**config.mk**
```make
export PLATFORM = sky130hd
export DESIGN_NAME = lane_lsu_ctrl
export DESIGN_NICKNAME = d
export VERILOG_FILES = /design/src/rtl/lane_lsu_ctrl.sv
export SDC_FILE = /design/constraint.sdc
export NUM_CORES = 1
export LEC_CHECK = 0
export BUFFER_PORTS_ARGS = -buffer_cell sky130_fd_sc_hd__buf_2
export CAP_MARGIN = 25
export CORE_AREA = 4 4 342 344
export DETAILED_ROUTE_END_ITERATION = 8
export DIE_AREA = 0 0 346 348
export GPL_TIMING_DRIVEN = 1
export PLACE_DENSITY = 0.3
export SYNTH_ARGS = -nofsm -noshare
export SYNTH_HDL_FRONTEND = slang
export SYNTH_SLANG_ARGS = --single-unit
```
**constraint.sdc**
```tcl
create_clock -name clk -period 3.1 [get_ports clk]
set_input_delay 0.31 -clock clk [delete_from_list [all_inputs] [get_ports clk]]
set_output_delay 0.31 -clock clk [all_outputs]
set_load 0.02 [all_outputs]
```
**src/rtl/lane_lsu_ctrl.sv**
```systemverilog
// Per-lane SIMD load/store controller: one op per handshake, a single memory-access cycle,
// and a registered per-lane response. The shader configuration package lives at the top of this file.
package GPU_Shader_pkg;
    localparam int lanes     = 4;
    localparam int MEM_DEPTH = 32;
    typedef logic [31:0] word_t;
endpackage

module lane_lsu_ctrl
    import GPU_Shader_pkg::*;
#(
    parameter int ADDR_WIDTH = $clog2(MEM_DEPTH),
    parameter int CNT_WIDTH  = 16
) (
    input  logic                             clk,
    input  logic                             rst_n,
    input  logic                             req_valid,
    output logic                             req_ready,
    input  logic [1:0]                       req_op,
    input  logic [lanes-1:0]                 req_mask,
    input  logic [lanes-1:0][ADDR_WIDTH-1:0] req_addr,
    input  word_t [lanes-1:0]                req_wdata,
    output logic                             rsp_valid,
    input  logic                             rsp_ready,
    output word_t [lanes-1:0]                rsp_data_a,
    output word_t [lanes-1:0]                rsp_data_b,
    output logic [lanes-1:0]                 rsp_err,
    output logic [lanes-1:0]                 mem_write_en,
    output logic [lanes-1:0][ADDR_WIDTH-1:0] mem_write_addr,
    output word_t [lanes-1:0]                mem_write_data,
    output logic [lanes-1:0][ADDR_WIDTH-1:0] mem_read_addr_a,
    input  word_t [lanes-1:0]                mem_read_data_a,
    output logic [lanes-1:0][ADDR_WIDTH-1:0] mem_read_addr_b,
    input  word_t [lanes-1:0]                mem_read_data_b,
    output logic                             busy,
    output logic [CNT_WIDTH-1:0]             ops_done
);

    localparam logic [1:0] ST_IDLE = 2'b00;
    localparam logic [1:0] ST_EXEC = 2'b01;
    localparam logic [1:0] ST_RESP = 2'b10;

    localparam logic [1:0] OP_LOAD  = 2'b00;
    localparam logic [1:0] OP_STORE = 2'b01;
    localparam logic [1:0] OP_PAIR  = 2'b10;

    localparam logic [ADDR_WIDTH:0] DEPTH_L = (ADDR_WIDTH + 1)'(MEM_DEPTH);

    logic [1:0]                       state_r;
    logic [1:0]                       state_nxt_s;
    logic [1:0]                       op_r;
    logic [lanes-1:0]                 mask_r;
    logic [lanes-1:0]                 valid_r;
    logic [lanes-1:0][ADDR_WIDTH-1:0] addr_r;
    logic [lanes-1:0][ADDR_WIDTH-1:0] addr_b_r;
    word_t [lanes-1:0]                wdata_r;
    word_t [lanes-1:0]                rsp_a_r;
    word_t [lanes-1:0]                rsp_b_r;
    logic [lanes-1:0]                 rsp_err_r;
    logic [CNT_WIDTH-1:0]             ops_r;

    logic                             accept_s;
    logic                             rsp_hs_s;
    logic [lanes-1:0]                 req_v_s;
    logic [lanes-1:0][ADDR_WIDTH-1:0] req_addr_b_s;
    word_t [lanes-1:0]                rsp_a_nxt_s;
    word_t [lanes-1:0]                rsp_b_nxt_s;
    logic [lanes-1:0]                 rsp_err_nxt_s;

    assign accept_s = req_valid && (state_r == ST_IDLE);
    assign rsp_hs_s = rsp_ready && (state_r == ST_RESP);

    // Lane validity of the incoming request; range checks use one extra bit so addr+1 never wraps.
    always_comb begin
        req_v_s      = '0;
        req_addr_b_s = '0;
        for (int i = 0; i < lanes; i++) begin
            logic [ADDR_WIDTH:0] ext_a;
            logic [ADDR_WIDTH:0] ext_b;
            ext_a           = {1'b0, req_addr[i]};
            ext_b           = ext_a + {{ADDR_WIDTH{1'b0}}, 1'b1};
            req_addr_b_s[i] = ext_b[ADDR_WIDTH-1:0];
            case (req_op)
                OP_LOAD, OP_STORE: req_v_s[i] = req_mask[i] && (ext_a < DEPTH_L);
                OP_PAIR:           req_v_s[i] = req_mask[i] && (ext_a < DEPTH_L) && (ext_b < DEPTH_L);
                default:           req_v_s[i] = 1'b0;
            endcase
        end
    end

    // Next-state logic for the IDLE -> EXEC -> RESP sequence.
    always_comb begin
        state_nxt_s = state_r;
        case (state_r)
            ST_IDLE: begin
                if (accept_s) begin
                    state_nxt_s = ST_EXEC;
                end else begin
                    state_nxt_s = ST_IDLE;
                end
            end
            ST_EXEC: state_nxt_s = ST_RESP;
            ST_RESP: begin
                if (rsp_ready) begin
                    state_nxt_s = ST_IDLE;
                end else begin
                    state_nxt_s = ST_RESP;
                end
            end
            default: state_nxt_s = ST_IDLE;
        endcase
    end

    // State register.
    always_ff @(posedge clk or negedge rst_n) begin
        if (!rst_n) begin
            state_r <= ST_IDLE;
        end else begin
            state_r <= state_nxt_s;
        end
    end

    // Request capture; these registers alone feed the memory ports.
    always_ff @(posedge clk or negedge rst_n) begin
        if (!rst_n) begin
            op_r     <= 2'b00;
            mask_r   <= '0;
            valid_r  <= '0;
            addr_r   <= '0;
            addr_b_r <= '0;
            wdata_r  <= '0;
        end else if (accept_s) begin
            op_r     <= req_op;
            mask_r   <= req_mask;
            valid_r  <= req_v_s;
            addr_r   <= req_addr;
            addr_b_r <= req_addr_b_s;
            wdata_r  <= req_wdata;
        end
    end

    // Response data sampled from the read ports at the end of EXEC, otherwise held.
    always_comb begin
        rsp_a_nxt_s   = rsp_a_r;
        rsp_b_nxt_s   = rsp_b_r;
        rsp_err_nxt_s = rsp_err_r;
        if (state_r == ST_EXEC) begin
            for (int i = 0; i < lanes; i++) begin
                if (valid_r[i] && ((op_r == OP_LOAD) || (op_r == OP_PAIR))) begin
                    rsp_a_nxt_s[i] = mem_read_data_a[i];
                end else begin
                    rsp_a_nxt_s[i] = '0;
                end
                if (valid_r[i] && (op_r == OP_PAIR)) begin
                    rsp_b_nxt_s[i] = mem_read_data_b[i];
                end else begin
                    rsp_b_nxt_s[i] = '0;
                end
            end
            rsp_err_nxt_s = mask_r & ~valid_r;
        end else begin
            rsp_a_nxt_s   = rsp_a_r;
            rsp_b_nxt_s   = rsp_b_r;
            rsp_err_nxt_s = rsp_err_r;
        end
    end

    // Response registers.
    always_ff @(posedge clk or negedge rst_n) begin
        if (!rst_n) begin
            rsp_a_r   <= '0;
            rsp_b_r   <= '0;
            rsp_err_r <= '0;
        end else begin
            rsp_a_r   <= rsp_a_nxt_s;
            rsp_b_r   <= rsp_b_nxt_s;
            rsp_err_r <= rsp_err_nxt_s;
        end
    end

    // Completed-op counter, saturating at all-ones.
    always_ff @(posedge clk or negedge rst_n) begin
        if (!rst_n) begin
            ops_r <= '0;
        end else if (rsp_hs_s && (ops_r != {CNT_WIDTH{1'b1}})) begin
            ops_r <= ops_r + {{(CNT_WIDTH-1){1'b0}}, 1'b1};
        end
    end

    // Write enable is live only during EXEC, so an async reset there cancels the commit.
    assign mem_write_en    = ((state_r == ST_EXEC) && (op_r == OP_STORE)) ? valid_r : '0;
    assign mem_write_addr  = addr_r;
    assign mem_write_data  = wdata_r;
    assign mem_read_addr_a = addr_r;
    assign mem_read_addr_b = addr_b_r;

    assign req_ready  = (state_r == ST_IDLE);
    assign rsp_valid  = (state_r == ST_RESP);
    assign busy       = (state_r != ST_IDLE);
    assign rsp_data_a = rsp_a_r;
    assign rsp_data_b = rsp_b_r;
    assign rsp_err    = rsp_err_r;
    assign ops_done   = ops_r;

endmodule

```
==> impl_metrics.csv <==
group,metric,value,unit
status,status,"completed",
yosys,synthMuxAreaShare,0.132,%
yosys,ys_top_cells_by_area,"dfrtp_1, a22o_1, nand2_1, clkbuf_1, xor2_1",
sta,tightest_slew,1180,ps
yosys,synth_seq_cells,456,
sta,maxSlewViolCount,0,
yosys,synthesis.nets,1887,
placement,io_buffer_count,884,
final_layout,area_delta_synth_final,72.5,%
yosys,netlist_instances,1468,
cts,clock-sinks,456,
worst_setup_path,critPathCapture,"mem_write_en[2]",
hold_path,hp-class,"in -> reg",
job,max_cap_violations,0,
die,die_h,348,microns
die,die_width,346,microns
sta,fin_setup_tns,0,ps
worst_setup_path,ff2ff_setup_slack,590,ps
routing,drtIter0Drc,674,
sta,period_share,87.6,%
cts,numCtsBuffers,58,
pwr,p_per_area,947,nW/um^2
routing,via_per_inst,3.79,
final_layout,mostFrequentLayoutCells,"buf_2, nand2_1, dfrtp_1",
final_layout,final_core_util,25.8,%
sta,fmax,0.368,GHz
cts,clockBufferDepth,3,
yosys,yosys.area_share.xor_xnor,1.29,%
routing,antenna_left,0,
yosys,synthAdderAreaFrac,0.368,%
cts,cts_tree,"built",
cts,clk_pin_slew,60,ps
final_layout,final_layout_size_suffix_gt1_share,36.8,%
worst_setup_path,worstReg2RegEnd,"mem_write_data[67]$_DFFE_PN0P_",
routing,vias,16300,
sta,maxSlewHeadroom,21.2,%
placement,gp_congestion,0.799,
final_layout,finalNetCount,3160,
die,dieArea,120000,sq um
worst_setup_path,critPathLaunchType,"flop",
yosys,synth_compound_area_share,14.1,%
die,core,114000,sq um
die,num_rows,124,
sta,setup_violations,0,
worst_setup_path,worstSetupPathType,"reg -> out",
cts,cts_max_level,2,
sta,fin_crit,2710,ps
global_route,grt_start_max_net_pins,175,
cts,clk-insertion-delay-late,640,ps
pwr,p_leak,15.6,nW
global_route,grt_pass1_wl,121000,microns
yosys,syn_area,17000,sq um
yosys,synth_top_area_share,67.1,%
worst_setup_path,required,2790,ps
routing,drc,0,
sta,rsz0062_at_grt,"false",
worst_setup_path,r2r_start,"state_r[0]$_DFF_PN0_",
worst_setup_path,path_max_fanout,21,
routing,avgRoutedWirePerCell,19.0,microns
worst_setup_path,worstRegToRegCells,6,
final_layout,layout_commonest_cell,"buf_2",
hold_path,hp-start,"req_valid",
global_route,antenna_found_initial,7,
worst_setup_path,arrival,2400,ps
yosys,ys_seq_area_share,67.1,%
yosys,async_flop_share,100,%
global_route,grt_pass1_vias,17900,
sta,hold_viol,0,
pwr,peakVddDrop,424,uV
cts,clockRootBuffer,"clkbuf_16",
routing,drt_wl_total,82000,microns
routing,dr.pass1.iters,4,
global_route,grt_overflow,0,
worst_setup_path,crit_path_end_kind,"output port",
yosys,synth_simple_gate_area_share,13.6,%
sta,finClkSkew,29.3,ps
yosys,yosysTopAreaCell,"dfrtp_1",
yosys,yosys_warnings,0,
yosys,avgSynthCellArea,11.6,sq um
global_route,grt_usage,13.1,%
placement,dp_hpwl,60700,microns
die,initial_core_util,14.9,%
worst_setup_path,startpoint,"state_r[1]$_DFF_PN0_",
yosys,synth-edff-count,0,
yosys,synth_top_family_by_area,"compound AO/OA/AOI/OAI gates",
die,io_pins,885,
yosys,ys_types,34,
yosys,synthFlopType,"dfrtp_1",
-- critical path, cell delays in order (launching register included) --
cell	delay [ps]
dfrtp_1	410
nand2b_4	310
nor3b_1	640
and2_1	240
buf_2	170
-- stage by stage --
| step | setup slack (ps) | hold slack [ps] | std cells | instance area [sq um] | power (mW) |
|---|---|---|---|---|---|
| after floorplan | 1270 | 14.4 | 1468 | 17000 | 15.8 |
| after global placement | 503 | 430 | 3781 | 23200 | 20.7 |
| after detailed placement | 453 | 432 | 3781 | 23200 | 20.7 |
| after CTS | 300 | 146 | 4301 | 29300 | 28.4 |
| after global routing | 214 | 184 | 4301 | 29300 | 29.6 |
| final | 386 | 199 | 4308 | 29300 | 27.8 |
-- cell usage after synthesis, types with 3 or more instances --
cell and number:
buf_4 20, buf_2 32, o21ai_0 25, clkbuf_1 69, nand4_1 5, nand2_1 504
nor4_1 4, nor3_1 5, and2_1 8, nand2b_1 7, and3_1 7, nand3_1 10
a31oi_1 4, nor2_1 4, xor2_1 19, dfrtp_1 456, xnor2_1 6, a22o_1 256
nor2b_1 3, ha_1 5
-- worst min path at each step --
| stage | to | slack [ps] | depth (start not counted) |
|---|---|---|---|
| 6_report | mem_write_data[31]$_DFFE_PN0P_ | 200 | 4 |
| 3_5_place_dp | mem_write_data[55]$_DFFE_PN0P_ | 430 | 1 |
| 2_1_floorplan | mask_r[0]$_DFFE_PN0P_ | 10 | 0 |
| 4_1_cts | mem_write_data[31]$_DFFE_PN0P_ | 150 | 4 |
| 5_1_grt | mem_write_data[15]$_DFFE_PN0P_ | 180 | 4 |
| 3_3_place_gp | mem_write_data[53]$_DFFE_PN0P_ | 430 | 1 |
-- what timing repair did --
action / CTS / global route
buffers inserted: 0 / 0
endpoints found under the hold margin: 490 / 0
hold buffers: 412 / 0
gates resized for setup: 0 / 0
-- flip-flops by register name, indices dropped and copies added, names as in the netlist --
signal / cells
mem_write_data: 128
rsp_data_a: 128
rsp_data_b: 128
mem_read_addr_a: 20
mem_read_addr_b: 20
ops_done: 16
mask_r: 4
rsp_err: 4
valid_r: 4
op_r: 2
state_r: 2
-- layout make-up --
| class | count | area (sq um) |
|---|---|---|
| well taps | 1512 | 1890 |
| flip-flops and latches | 456 | 11400 |
| multi-input cells | 887 | 5030 |
| clock inverters | 14 | 204 |
| inverters | 3 | 16.3 |
| fillers | 12300 | 84500 |
| clock buffers | 94 | 1770 |
| repair buffers | 1335 | 9000 |
| diodes | 7 | 17.5 |
-- layer usage --
metal	vias to the layer above	global-route usage (%)	share of wire, %
li1	7549	-	-
met1	8004	15.4	40
met2	670	22.9	49
met3	123	4.28	7.9
met4	0	3.97	3.1
met5	-	0	0
-- report_power, final --
group,switching [mW],total (mW),internal [mW]
sequential,1.56,9.85,8.29
clock,2.77,6.98,4.21
combinational,7.18,11.0,3.77
total,11.5,27.8,16.3
-- kinds of logic (layout without fill, tap and decap cells) --
logic type / after synthesis / count (layout)
AND/OR/NAND/NOR: 569 / 569
flip-flops: 456 / 456
AO/OA/AOI/OAI: 286 / 286
buffers and inverters: 125 / 1446
XOR/XNOR: 25 / 25
adder cells (fa/ha/maj): 5 / 5
multiplexers: 2 / 2
other: 0 / 7
No activity file was read; power rests on OpenSTA's default activity.
